<file path="src/rtl/sobel_pkg.sv">
// Shared widths, window slice offsets and small arithmetic helpers for the Sobel stage.
// Used by the pipeline top and the position counter sub-module.
package sobel_pkg;

    localparam int PIX_W   = 8;
    localparam int WIN_W   = 9 * PIX_W;
    localparam int SUM_W   = 10;
    localparam int GRAD_W  = 11;
    localparam int SAT_MAX = 255;

    localparam int P11_LSB = 64;
    localparam int P12_LSB = 56;
    localparam int P13_LSB = 48;
    localparam int P21_LSB = 40;
    localparam int P22_LSB = 32;
    localparam int P23_LSB = 24;
    localparam int P31_LSB = 16;
    localparam int P32_LSB = 8;
    localparam int P33_LSB = 0;

    function automatic logic [PIX_W-1:0] pix(input logic [WIN_W-1:0] w, input int lsb);
        return w[lsb +: PIX_W];
    endfunction

    // 1-2-1 weighted sum of three pixels; cannot exceed 1020, so 10 bits suffice
    function automatic logic [SUM_W-1:0] wsum(input logic [PIX_W-1:0] a,
                                              input logic [PIX_W-1:0] b,
                                              input logic [PIX_W-1:0] c);
        return SUM_W'(a) + (SUM_W'(b) << 1) + SUM_W'(c);
    endfunction

    // |x - y| of two unsigned sums, i.e. the magnitude of the signed 11-bit difference
    function automatic logic [SUM_W-1:0] abs_diff(input logic [SUM_W-1:0] x,
                                                  input logic [SUM_W-1:0] y);
        return (x >= y) ? (x - y) : (y - x);
    endfunction

endpackage

</file>
<file path="src/rtl/sobel_pos_cnt.sv">
// Column/row position tracking for valid pixels; emits a border flag for the pixel presented now.
// Combinational tag, counters update on the clock; no backpressure, holds while vld is low.
module sobel_pos_cnt import sobel_pkg::*; #(
    parameter int IMG_W = 720,
    parameter int IMG_H = 576,
    parameter int CNT_W = 12
) (
    input  logic clk,
    input  logic rst,
    input  logic vld,
    input  logic frame_start,
    output logic border
);

    localparam logic [CNT_W-1:0] COL_LAST = CNT_W'(IMG_W - 1);
    localparam logic [CNT_W-1:0] ROW_LAST = CNT_W'(IMG_H - 1);

    logic [CNT_W-1:0] col;
    logic [CNT_W-1:0] row;
    logic [CNT_W-1:0] tag_col;
    logic [CNT_W-1:0] tag_row;

    // frame_start retags the current pixel as the origin of a new frame
    assign tag_col = frame_start ? '0 : col;
    assign tag_row = frame_start ? '0 : row;

    assign border = (tag_col == '0) || (tag_col == COL_LAST) ||
                    (tag_row == '0) || (tag_row == ROW_LAST);

    always_ff @(posedge clk) begin
        if (rst) begin
            col <= '0;
            row <= '0;
        end else if (vld) begin
            if (tag_col == COL_LAST) begin
                col <= '0;
                row <= (tag_row == ROW_LAST) ? '0 : tag_row + 1'b1;
            end else begin
                col <= tag_col + 1'b1;
                row <= tag_row;
            end
        end else if (frame_start) begin
            col <= '0;
            row <= '0;
        end
    end

endmodule

</file>
<file path="src/rtl/sobel_3_3.sv">
// Sobel gradient magnitude (|Gx|+|Gy|, saturated, optional threshold) with border forcing.
// Fixed 3-cycle latency; free-running pipeline, no backpressure or stall.
module sobel_3_3 import sobel_pkg::*; #(
    parameter int               IMG_W      = 720,
    parameter int               IMG_H      = 576,
    parameter int               CNT_W      = 12,
    parameter logic [PIX_W-1:0] BORDER_VAL = 8'd0
) (
    input  logic             iclk,
    input  logic             rst_i,
    input  logic             ivalid,
    input  logic [WIN_W-1:0] idata_3_3,
    input  logic             iframe_start,
    input  logic             ithresh_en,
    input  logic [PIX_W-1:0] ithresh,
    output logic             ovalid,
    output logic [PIX_W-1:0] odata,
    output logic [PIX_W-1:0] ocenter
);

    logic             in_border;

    logic             s1_vld;
    logic             s1_border;
    logic [SUM_W-1:0] s1_l;
    logic [SUM_W-1:0] s1_r;
    logic [SUM_W-1:0] s1_t;
    logic [SUM_W-1:0] s1_b;
    logic [PIX_W-1:0] s1_center;

    logic             s2_vld;
    logic             s2_border;
    logic [SUM_W-1:0] s2_ax;
    logic [SUM_W-1:0] s2_ay;
    logic [PIX_W-1:0] s2_center;

    logic [GRAD_W-1:0] mag;
    logic [PIX_W-1:0]  sat;
    logic [PIX_W-1:0]  result;

    sobel_pos_cnt #(
        .IMG_W (IMG_W),
        .IMG_H (IMG_H),
        .CNT_W (CNT_W)
    ) u_pos_cnt (
        .clk         (iclk),
        .rst         (rst_i),
        .vld         (ivalid),
        .frame_start (iframe_start),
        .border      (in_border)
    );

    // Stage 1: column (L/R) and row (T/B) weighted sums
    always_ff @(posedge iclk) begin
        if (rst_i) begin
            s1_vld    <= 1'b0;
            s1_border <= 1'b0;
            s1_l      <= '0;
            s1_r      <= '0;
            s1_t      <= '0;
            s1_b      <= '0;
            s1_center <= '0;
        end else begin
            s1_vld    <= ivalid;
            s1_border <= in_border;
            s1_l      <= wsum(pix(idata_3_3, P11_LSB), pix(idata_3_3, P21_LSB), pix(idata_3_3, P31_LSB));
            s1_r      <= wsum(pix(idata_3_3, P13_LSB), pix(idata_3_3, P23_LSB), pix(idata_3_3, P33_LSB));
            s1_t      <= wsum(pix(idata_3_3, P11_LSB), pix(idata_3_3, P12_LSB), pix(idata_3_3, P13_LSB));
            s1_b      <= wsum(pix(idata_3_3, P31_LSB), pix(idata_3_3, P32_LSB), pix(idata_3_3, P33_LSB));
            s1_center <= pix(idata_3_3, P22_LSB);
        end
    end

    // Stage 2: |Gx| = |R - L|, |Gy| = |B - T|
    always_ff @(posedge iclk) begin
        if (rst_i) begin
            s2_vld    <= 1'b0;
            s2_border <= 1'b0;
            s2_ax     <= '0;
            s2_ay     <= '0;
            s2_center <= '0;
        end else begin
            s2_vld    <= s1_vld;
            s2_border <= s1_border;
            s2_ax     <= abs_diff(s1_r, s1_l);
            s2_ay     <= abs_diff(s1_b, s1_t);
            s2_center <= s1_center;
        end
    end

    // Stage 3: magnitude, saturation, threshold, then border override last
    assign mag = GRAD_W'(s2_ax) + GRAD_W'(s2_ay);
    assign sat = (mag > GRAD_W'(SAT_MAX)) ? PIX_W'(SAT_MAX) : mag[PIX_W-1:0];

    always_comb begin
        result = sat;
        if (ithresh_en) begin
            result = (sat >= ithresh) ? PIX_W'(SAT_MAX) : '0;
        end
        if (s2_border) begin
            result = BORDER_VAL;
        end
    end

    always_ff @(posedge iclk) begin
        if (rst_i) begin
            ovalid  <= 1'b0;
            odata   <= '0;
            ocenter <= '0;
        end else begin
            ovalid  <= s2_vld;
            odata   <= s2_vld ? result : '0;
            ocenter <= s2_vld ? s2_center : '0;
        end
    end

endmodule

</file>
<file path="config.mk">
export PLATFORM = sky130hd
export DESIGN_NAME = sobel_3_3
export DESIGN_NICKNAME = d
export VERILOG_FILES = /design/src/rtl/sobel_pkg.sv /design/src/rtl/sobel_pos_cnt.sv /design/src/rtl/sobel_3_3.sv
export SDC_FILE = /design/constraint.sdc
export NUM_CORES = 1
export LEC_CHECK = 0
export ABC_AREA = 1
export BUFFER_PORTS_ARGS = -buffer_cell sky130_fd_sc_hd__buf_2
export CAP_MARGIN = 5
export CORE_MARGIN = 10
export CORE_UTILIZATION = 54
export CTS_CLUSTER_DIAMETER = 80
export DETAILED_ROUTE_END_ITERATION = 10
export PLACE_DENSITY = 0.78
export SYNTH_ARGS = -nofsm -noshare
export SYNTH_HDL_FRONTEND = slang
export SYNTH_SLANG_ARGS = --single-unit
</file>
<file path="constraint.sdc">
create_clock -name iclk -period 2.6 [get_ports iclk]
set_input_delay 0.26 -clock iclk [delete_from_list [all_inputs] [get_ports iclk]]
set_output_delay 0.26 -clock iclk [all_outputs]
set_load 0.02 [all_outputs]
</file>
# [Word level (Yosys, flattened, before mapping)]
# Index checks and enable logic that the tools add are counted.
[totals] out_inout_bits=17 word_cells=58 register_bits=121
[op_classes] mux=12 n_lt_le_gt_ge=4 reduce_logical=7 add_sub_neg=15 n_eq_ne=2 bitwise=1
[ops] op="12-bit two-way mux" n=7
[ops] op="10-bit by 8-bit adder with 10-bit output" n=4
[ops] op="8-bit by 9-bit adder with 10-bit output" n=4
[ops] op="10-bit subtractor" n=4
[ops] op="12-bit by 1-bit adder with 12-bit output, second input constant" n=2
[ops] op="12-bit by 10-bit == test with 1-bit output, second input constant" n=2
[ops] op="12-bit zero test" n=2
[ops] op="8-bit two-way mux" n=3
[ops] op="10-bit greater-or-equal comparator" n=2
[ops] op="10-bit two-way mux" n=2
[ops] op="10-bit by 10-bit adder with 11-bit output" n=1
[ops] op="11-bit by 8-bit > comparator with 1-bit output, second input constant" n=1
[ops] op="8-bit greater-or-equal comparator" n=1
[ops] op="1-bit logical OR" n=3
[ops] op="3-bit OR reduction" n=1
[ops] op="2-bit OR reduction" n=1
[ops] op="1-bit inverter" n=1

# [Depth between registers and ports, before layout]
# Gate-level depths: netlist of the first run.
[depth] ltp_word=6 mapped_depth=19

# [Cells and area by module]
# From an unflattened synthesis of the first run, not the netlist that was laid out.
[unflattened] hier_cells=1180 hier_area_um2=8744.6
[modules_own_cells] mod="sobel_3_3" instances=1 cells_per_inst=926 area_each_um2=7171.9
[modules_own_cells] mod="sobel_pos_cnt" instances=1 cells_per_inst=254 area_each_um2=1572.8

# [Worst setup path before layout of the first run]
# Ideal clock, no wire load.
[synth_path] kind="flip-flop to flip-flop" from="reg s2_ax[0]" to="reg odata[0]" path_stages_with_launch=18 arrival_time_ns=2.604 setup_ns=0.070 path_buffers=0 path_slack_ns=-0.074 period_less_slack_ns=2.674 cell_sequence="dfxtp_1 ha_1 inv_1 fa_1 nand3b_1 nand2_1 nand2_1 nand2_1 nand2_1 nand2_1 nand4_1 ha_1 nand2_1 nor2_1 nand4_1 o2111ai_1 nand2_1 a21oi_1"
[synth_between] elab_chain_cells=6
[synth_lines] item="from (decl)" line="sobel_3_3.sv:33" source="logic [SUM_W-1:0] s2_ax;"
[synth_lines] item="from (signal assigned)" line="sobel_3_3.sv:85" source="s2_ax <= abs_diff(s1_r, s1_l);"
[synth_lines] item="10-bit by 10-bit adder with 11-bit output *" line="sobel_3_3.sv:92" source="assign mag = GRAD_W'(s2_ax) + GRAD_W'(s2_ay);"
[synth_lines] item="11-bit by 8-bit > comparator with 1-bit output" line="sobel_3_3.sv:93" source="assign sat = (mag > GRAD_W'(SAT_MAX)) ? PIX_W'(SAT_MAX) : mag[PIX_W-1:0];"
[synth_lines] item="8-bit two-way mux *" line="sobel_3_3.sv:93"
[synth_lines] item="8-bit greater-or-equal comparator" line="sobel_3_3.sv:98" source="result = (sat >= ithresh) ? PIX_W'(SAT_MAX) : '0;"
[synth_lines] item="8-bit two-way mux" line="sobel_3_3.sv:98"
[synth_lines] item="8-bit two-way mux *" line="sobel_3_3.sv:97" source="if (ithresh_en) begin"
[synth_lines] item="to (signal assigned)" line="sobel_3_3.sv:112" source="odata <= s2_vld ? result : '0;"
[synth_lines] item="to (decl)" line="sobel_3_3.sv:17" source="output logic [PIX_W-1:0] odata,"
# Mark *: on every way between the ends. The rest lies on a longest branch, timed or not.
# A chain may end at the register's enable or synchronous reset.

# [Worst setup path after layout of the first run]
[layout_path] from="reg s2_ay[0]" to="reg odata[7]"
[layout_between] elab_chain_cells=6
[layout_lines] item="from (decl)" line="sobel_3_3.sv:34" source="logic [SUM_W-1:0] s2_ay;"
[layout_lines] item="from (signal assigned)" line="sobel_3_3.sv:86" source="s2_ay <= abs_diff(s1_b, s1_t);"
[layout_lines] item="10-bit by 10-bit adder with 11-bit output *" line="sobel_3_3.sv:92"
[layout_lines] item="11-bit by 8-bit > comparator with 1-bit output" line="sobel_3_3.sv:93"
[layout_lines] item="8-bit two-way mux *" line="sobel_3_3.sv:93"
[layout_lines] item="8-bit greater-or-equal comparator" line="sobel_3_3.sv:98"
[layout_lines] item="8-bit two-way mux" line="sobel_3_3.sv:98"
[layout_lines] item="8-bit two-way mux *" line="sobel_3_3.sv:97"
# Marked as above.

==> results of run 1 <==
==> flip-flops by register name (all words and copies together), names as in the netlist, 10 cells and up <==
signal	cells
s1_l	10
s2_ax	10
u_pos_cnt.col	12
u_pos_cnt.row	12
s1_r	10
s2_ay	10
s1_t	10
s1_b	10
==> layer usage <==
layer | track usage (%) | vias to the layer above | part of all wire [%]
met3 | 5.32 | 28 | 5.7
met4 | 6.21 | 0 | 1.7
met5 | 0 | - | 0
met2 | 33.0 | 212 | 47
met1 | 24.2 | 3460 | 45
li1 | - | 4004 | -
==> how the worst min path moves through the flow <==
| stage | to | slack (ps) | cells after the start |
|---|---|---|---|
| after global placement | s2_center[6]$_SDFF_PP0_ | 390 | 2 |
| after global routing | s1_center[4]$_SDFF_PP0_ | 40 | 3 |
| after floorplan | s1_center[0]$_SDFF_PP0_ | 370 | 2 |
| after detailed placement | s2_vld$_SDFF_PP0_ | 390 | 2 |
| after CTS | s1_center[1]$_SDFF_PP0_ | 30 | 3 |
| final | s1_center[0]$_SDFF_PP0_ | 40 | 3 |
==> power by group <==
| part | switching [mW] | internal, mW | total [mW] |
|---|---|---|---|
| Sequential | 0.126 | 2.11 | 2.24 |
| Clock | 0.927 | 1.39 | 2.32 |
| Combinational | 2.58 | 1.87 | 4.45 |
==> layout by cell type (no fill, tap or decap), types with 3 or more instances in the layout <==
cell type and n:
nand2_4 5, nand3_1 45, nor3_1 17, o21ai_1 3
xnor2_1 7, dfxtp_1 119, or2_2 3, o311ai_0 3
nor3_2 3, o21ai_0 45, nand2_1 212, nor2_2 3
xor2_1 31, inv_6 5, clkinv_4 4, nor2_1 105
nand2_2 8, o21a_1 3, nand3b_1 7, clkbuf_16 17
o211ai_1 4, buf_2 101, nand4_1 19, a21oi_1 115
fa_1 36, o21bai_1 10, a31oi_1 3, ha_1 93
ha_4 3, inv_1 210, buf_4 32, inv_2 8
a21oi_2 7
==> metrics by stage <==
| step | instance area [µm²] | setup slack [ps] | setup TNS, ps | total power [mW] |
|---|---|---|---|---|
| global placement | 9450 | -95.7 | -749 | 6.10 |
| CTS | 10100 | -122 | -945 | 8.78 |
| finish | 10300 | -156 | -1020 | 9.00 |
| global route | 10300 | -262 | -1800 | 9.76 |
| detailed placement | 9450 | -226 | -1600 | 6.18 |
| floorplan | 8630 | 9.30 | 0 | 5.04 |
==> cell families (layout without fill, tap and decap cells) <==
group                      after synthesis  count (layout)  share of synthesized area, %
AOI/OAI and AO/OA                      202             202                          12.7
DFF                                    121             121                          28.1
xor gates and xnor gates                38              38                          3.86
and+or+nand+nor                        436             436                          22.0
adders and majority gates              133             133                          22.5
buffers and inverters                  243             385                          10.8
==> layout make-up <==
| class | instances | area, µm² |
|---|---|---|
| fill | 1386 | 5510 |
| clock buffer | 19 | 453 |
| clock inverter | 13 | 135 |
| multi-input combinational | 809 | 5400 |
| sequential | 121 | 2420 |
| timing repair buffer | 135 | 768 |
| tap | 216 | 270 |
| inverter | 218 | 818 |
==> worst register-to-register path, cell delays in order (launching register included) <==
cell       delay [ps]
dfxtp_2           340
ha_4              140
inv_2              30
fa_2              320
nand3b_1          180
nand2_2           110
nand2_2            70
nand2_2            70
nand2_2            60
nand2_4            90
nand4_1           200
ha_4              360
nand2_4            60
nor2_4            110
nand4_1           100
o2111ai_2         130
nand2_4           140
a21oi_2           170
==> what timing repair did <==
item / in CTS / in global routing
setup buffers: 9 / 3
pin swaps: 20 / 15
endpoints found under the hold margin: 0 / 0
resized for setup: 14 / 20
endpoints found under the setup margin: 8 / 8
==> results.toml, run 1 <==
[run_status]
outcome = "complete, but fails checks"
violations = "setup timing"

[setup_path]
cp.arrival_ps = 3110
critPathMaxStageDelay_ps = 360
ff2ff_path_depth = 17
crit_chain = "ha_4 > inv_2 > fa_2 > nand3b_1 > nand2_2 > nand2_2 > nand2_2 > nand2_2 > nand2_4 > nand4_1 > ha_4 > nand2_4 > nor2_4 > nand4_1 > o2111ai_2 > nand2_4 > a21oi_2"
r2r-start = "s2_ay[0]$_SDFF_PP0_"
path_buf_inv = 1
critical_path_class = "flip-flop to flip-flop"
required_ps = 2950
crit_slowest_cell = "ha_4"
cp_num_cells = 17
start_kind = "flip-flop"
r2r_end = "odata[7]$_SDFF_PP0_"
cp_max_fo = 8
r2r_slack_ps = -160
crit_start = "s2_ay[0]$_SDFF_PP0_"
path_common_cell = "nand2_2"
crit_family = "simple AND/OR/NAND/NOR gates"
crit_path_end = "odata[7]$_SDFF_PP0_"
endpoint_kind = "flip-flop"

[floorplanning]
num_rows = 46
initial_core_util_pct = 54.7
io_pins = 102
die_h_um = 146
die_x_um = 146
coreArea_mm2 = 0.0158
die-area_mm2 = 0.0214

[final_layout]
diodes = 0
fin_cells = 1531
area_growth_syn_to_layout_pct = 19.0
nNetsFinal = 1520
final_util_pct = 65.1
drive_gt1_share_pct = 16.6

[drt]
routed_via_density = 5.03
drc = 0
ant_nets = 0
vias = 7704
drt_iter0_markers = 466
wl_mm = 21.0
detail_route.wl_per_cell_um = 13.7
dr.pass1.iters = 6

[power]
power_density_mw_per_mm2 = 877
ir_worst_vdd_uv = 674
p_leak_nw = 5.16

[logic_synthesis]
synth_warnings = 0
yosys-top-cells-count = "222 x nand2_1, 211 x inv_1, 122 x a21oi_1"
synth_edf_count = 0
netlist_area_mm2 = 0.00862
yosysMostFrequentCell = "nand2_1"
synth_seq_area_share_pct = 28.1
syn_nets = 1391
ys_seq_elements = 121
synthTopCellsByArea = "dfxtp_1 28%, ha_1 14%, nand2_1 9.7%"
synth_top_area_cell = "dfxtp_1"
synthCells = 1173
synth_top_cell_area_share_pct = 28.1
ys.flop_type = "dfxtp_1"
ys_types = 44
async_flop_share_pct = 0
synth_area_per_cell_um2 = 7.35

[timing]
rsz0062_at_grt = "yes"
setup-violations-final = 8
fin_hold_ws_ps = 36.6
fin_worst_skew_ps = 14.4
fmax_mhz = 363
min_period_ps = 2760
worstMarginPinSlew_ps = 687
relSlewSlack_pct = 54.2
setup_ws_ps = -156
maxSlewViolCount = 0
hold_violations = 0
fin_crit_sh_pct = 106

[clocking]
cts.clk_slew.worst_paths_ps = 60
cts_root_buf = "clkbuf_16"
cts_hold_buf = 0
numCtsBuffers = 17
cts_tree = "done"
clock_latency_ps = 420
cts.sinks = 121
htreeDepth = 4
clk_path_buf_depth = 2

[placement]
place_inst = 1487
hpwl_mm = 16.3
place.gp.congestion = 0.929
port_buffers = 101

[grt]
grt_pass1_vias = 7636
grt_pass1_wl_mm = 35.3
antenna_found_initial = 0
grt_max_degree = 63
grt_overflow = 0
track_usage_pct = 19.8

[flow_run]
max_cap_violations = 0

[min_path]
hold_path.startpoint = "idata_3_3[32]"
hold_class = "input pin to flip-flop"
Note: power is estimated with default switching activity, not from simulation.
==> run 2: changes to the inputs <==
Settings changed: CORE_UTILIZATION 54 to 64, PLACE_DENSITY 0.78 to 0.86.
Clock period 2.6 ns to 3.4 ns, I/O delays scaled along.
==> run 2 against run 1 <==
Effect of this change:
- the run now ends clean
- hold slack better by 77 ps
- power down 30%
- via count up 1.2%
- clock skew down 4.2 ps
- count of clock-buffer cells in the layout down 2
- first-iteration DRC count up 8.4%
- register-to-register slack better by 500 ps
- sequential share of layout area up 1.0 points
- core utilization up 9.1 points
- critical path depth unchanged
- non-clock buffer count down 32
- critical path type unchanged
- critical endpoint is now odata[2]$_SDFF_PP0_
==> results.toml, run 2 (synthesis gave the netlist of run 1 again) <==
[floorplanning]
num_rows = 42
initial_core_util_pct = 65.1
die-area_mm2 = 0.0185
die_h_um = 136
io_pins = 102
coreArea_mm2 = 0.0132
die_x_um = 136

[min_path]
whs_path_depth = 3
hold_class = "input pin to flip-flop"

[power]
p_sw_mw = 2.67
swShare_pct = 42.3
seqPwrFrac_pct = 26.9
power_frac_comb_pct = 45.5
power_density_mw_per_mm2 = 642
pwr-share-clk_pct = 27.6
p_leak_nw = 4.98
ir_worst_vdd_uv = 418
cellInternalPower_mw = 3.64

[grt]
antenna_found_initial = 0
grt_pass1_vias = 7562
grt_max_degree = 63
track_usage_pct = 23.3
grt_overflow = 0
grt_pass1_wl_mm = 34.9

[placement]
place_inst = 1427
place.gp.congestion = 0.897
port_buffers = 101
hpwl_mm = 16.6

[drt]
routed_via_density = 5.34
ant_nets = 0
dr.pass1.iters = 5
drt_iter0_markers = 505
wl_mm = 21.2
vias = 7794
detail_route.wl_per_cell_um = 14.5
drc = 0

[timing]
fin_crit_sh_pct = 89.8
rsz0062_at_grt = "no"
relSlewSlack_pct = 54.0
worstMarginPinSlew_ps = 689
maxSlewViolCount = 0
tns_ps = 0
fin_worst_skew_ps = 10.2
setup-violations-final = 0
fmax_mhz = 328
hold_violations = 0
min_period_ps = 3050

[final_layout]
diodes = 0
reg.largest.list = "u_pos_cnt.col (12), u_pos_cnt.row (12)"
layout_common_cells = "221 x nand2_1, 211 x inv_1, 122 x a21oi_1"
nNetsFinal = 1488
drive_gt1_share_pct = 12.5
fillers = 1075
fin_cells = 1459
final_util_pct = 74.2
multi_input_area_mm2 = 0.00527
layout.area.seq_mm2 = 0.00242
final_common_cell = "nand2_1"
area_growth_syn_to_layout_pct = 14.0

[setup_path]
ff2ff_path_depth = 17
cp_max_fo = 8
start_kind = "flip-flop"
endpoint_kind = "flip-flop"
required_ps = 3750
cp.arrival_ps = 3400
critical_path_class = "flip-flop to flip-flop"

[clocking]
numCtsBuffers = 17
htreeDepth = 4
clk_path_buf_depth = 2
post_cts_buffers = 0
cts_tree = "done"
cts.clk_slew.worst_paths_ps = 60
cts.sinks = 121
clock_latency_ps = 420
cts_root_buf = "clkbuf_16"

[run_status]
outcome = "finished clean"

[flow_run]
max_cap_violations = 0
[run 2: changes by cell type in the layout (fill, tap and decap cells not counted), moves of 4 or more]
| cell | change |
|---|---|
| nand2_1 | +9 |
| a21oi_1 | +7 |
| nand2_2 | -5 |
| buf_4 | -30 |
| inv_8 | +5 |
| clkinv_4 | -4 |
| a21oi_2 | -7 |
| nand2_4 | -4 |
[run 2: stage by stage]
step	setup WS (ps)	area (µm²)	power (mW)	hold slack [ps]
5_1_grt	24.9	9830	6.81	108
3_5_place_dp	376	9250	4.52	395
2_1_floorplan	726	8620	3.85	388
4_1_cts	323	9820	6.29	100
6_report	348	9830	6.31	113
3_3_place_gp	474	9250	4.45	389
[run 2: power groups by stage]
stage / Sequential (mW) / Clock (mW) / Combinational (mW)
after floorplan: 1.71 / 0 / 2.14
after global placement: 1.71 / 0 / 2.74
after detailed placement: 1.73 / 0 / 2.79
after CTS: 1.70 / 1.76 / 2.82
after global routing: 1.72 / 1.82 / 3.27
final: 1.70 / 1.74 / 2.87
[run 2: timing repair]
item | CTS | global route
gates resized for setup | 0 | 1
hold buffers | 0 | 0
setup endpoints to repair | 0 | 6
[run 2: critical path, cell delays in order (launching register included)]
cell	delay [ps]
dfxtp_1	310
ha_1	190
inv_1	60
fa_1	420
nand3b_1	180
nand2_1	130
nand2_1	80
nand2_1	60
nand2_1	50
nand2_1	210
nand4_1	170
ha_1	330
nand2_1	80
nor2_1	150
nand4_1	100
o2111ai_1	130
nand2_2	160
a21oi_1	190
[run 2: worst paths after layout]
kind / from / endpoint / slack [ps]
min reg2reg: s1_center[5]$_SDFF_PP0_ / s2_center[5]$_SDFF_PP0_ / 400
max: s2_ax[0]$_SDFF_PP0_ / odata[2]$_SDFF_PP0_ / 350
min: idata_3_3[33] / s1_center[1]$_SDFF_PP0_ / 110
max reg2reg: s2_ax[0]$_SDFF_PP0_ / odata[2]$_SDFF_PP0_ / 350
[run 2: final cells by class]
cell class,count,share of cell area (%)
Clock inverter,15,1.53
Multi-Input combinational cell,809,53.6
Clock buffer,17,4.33
Timing Repair Buffer,103,5.30
Sequential cell,121,24.6
Tap cell,176,2.24
Inverter,218,8.33
[run 2: metal layers]
layer	global-route usage [%]	wire (µm)	vias to the layer above	part of all wire [%]
met5	0	0	-	0
met4	11.3	793	0	3.7
met3	6.35	1710	56	8.1
met2	37.0	9550	278	45
met1	28.5	9150	3521	43
li1	-	-	3939	-
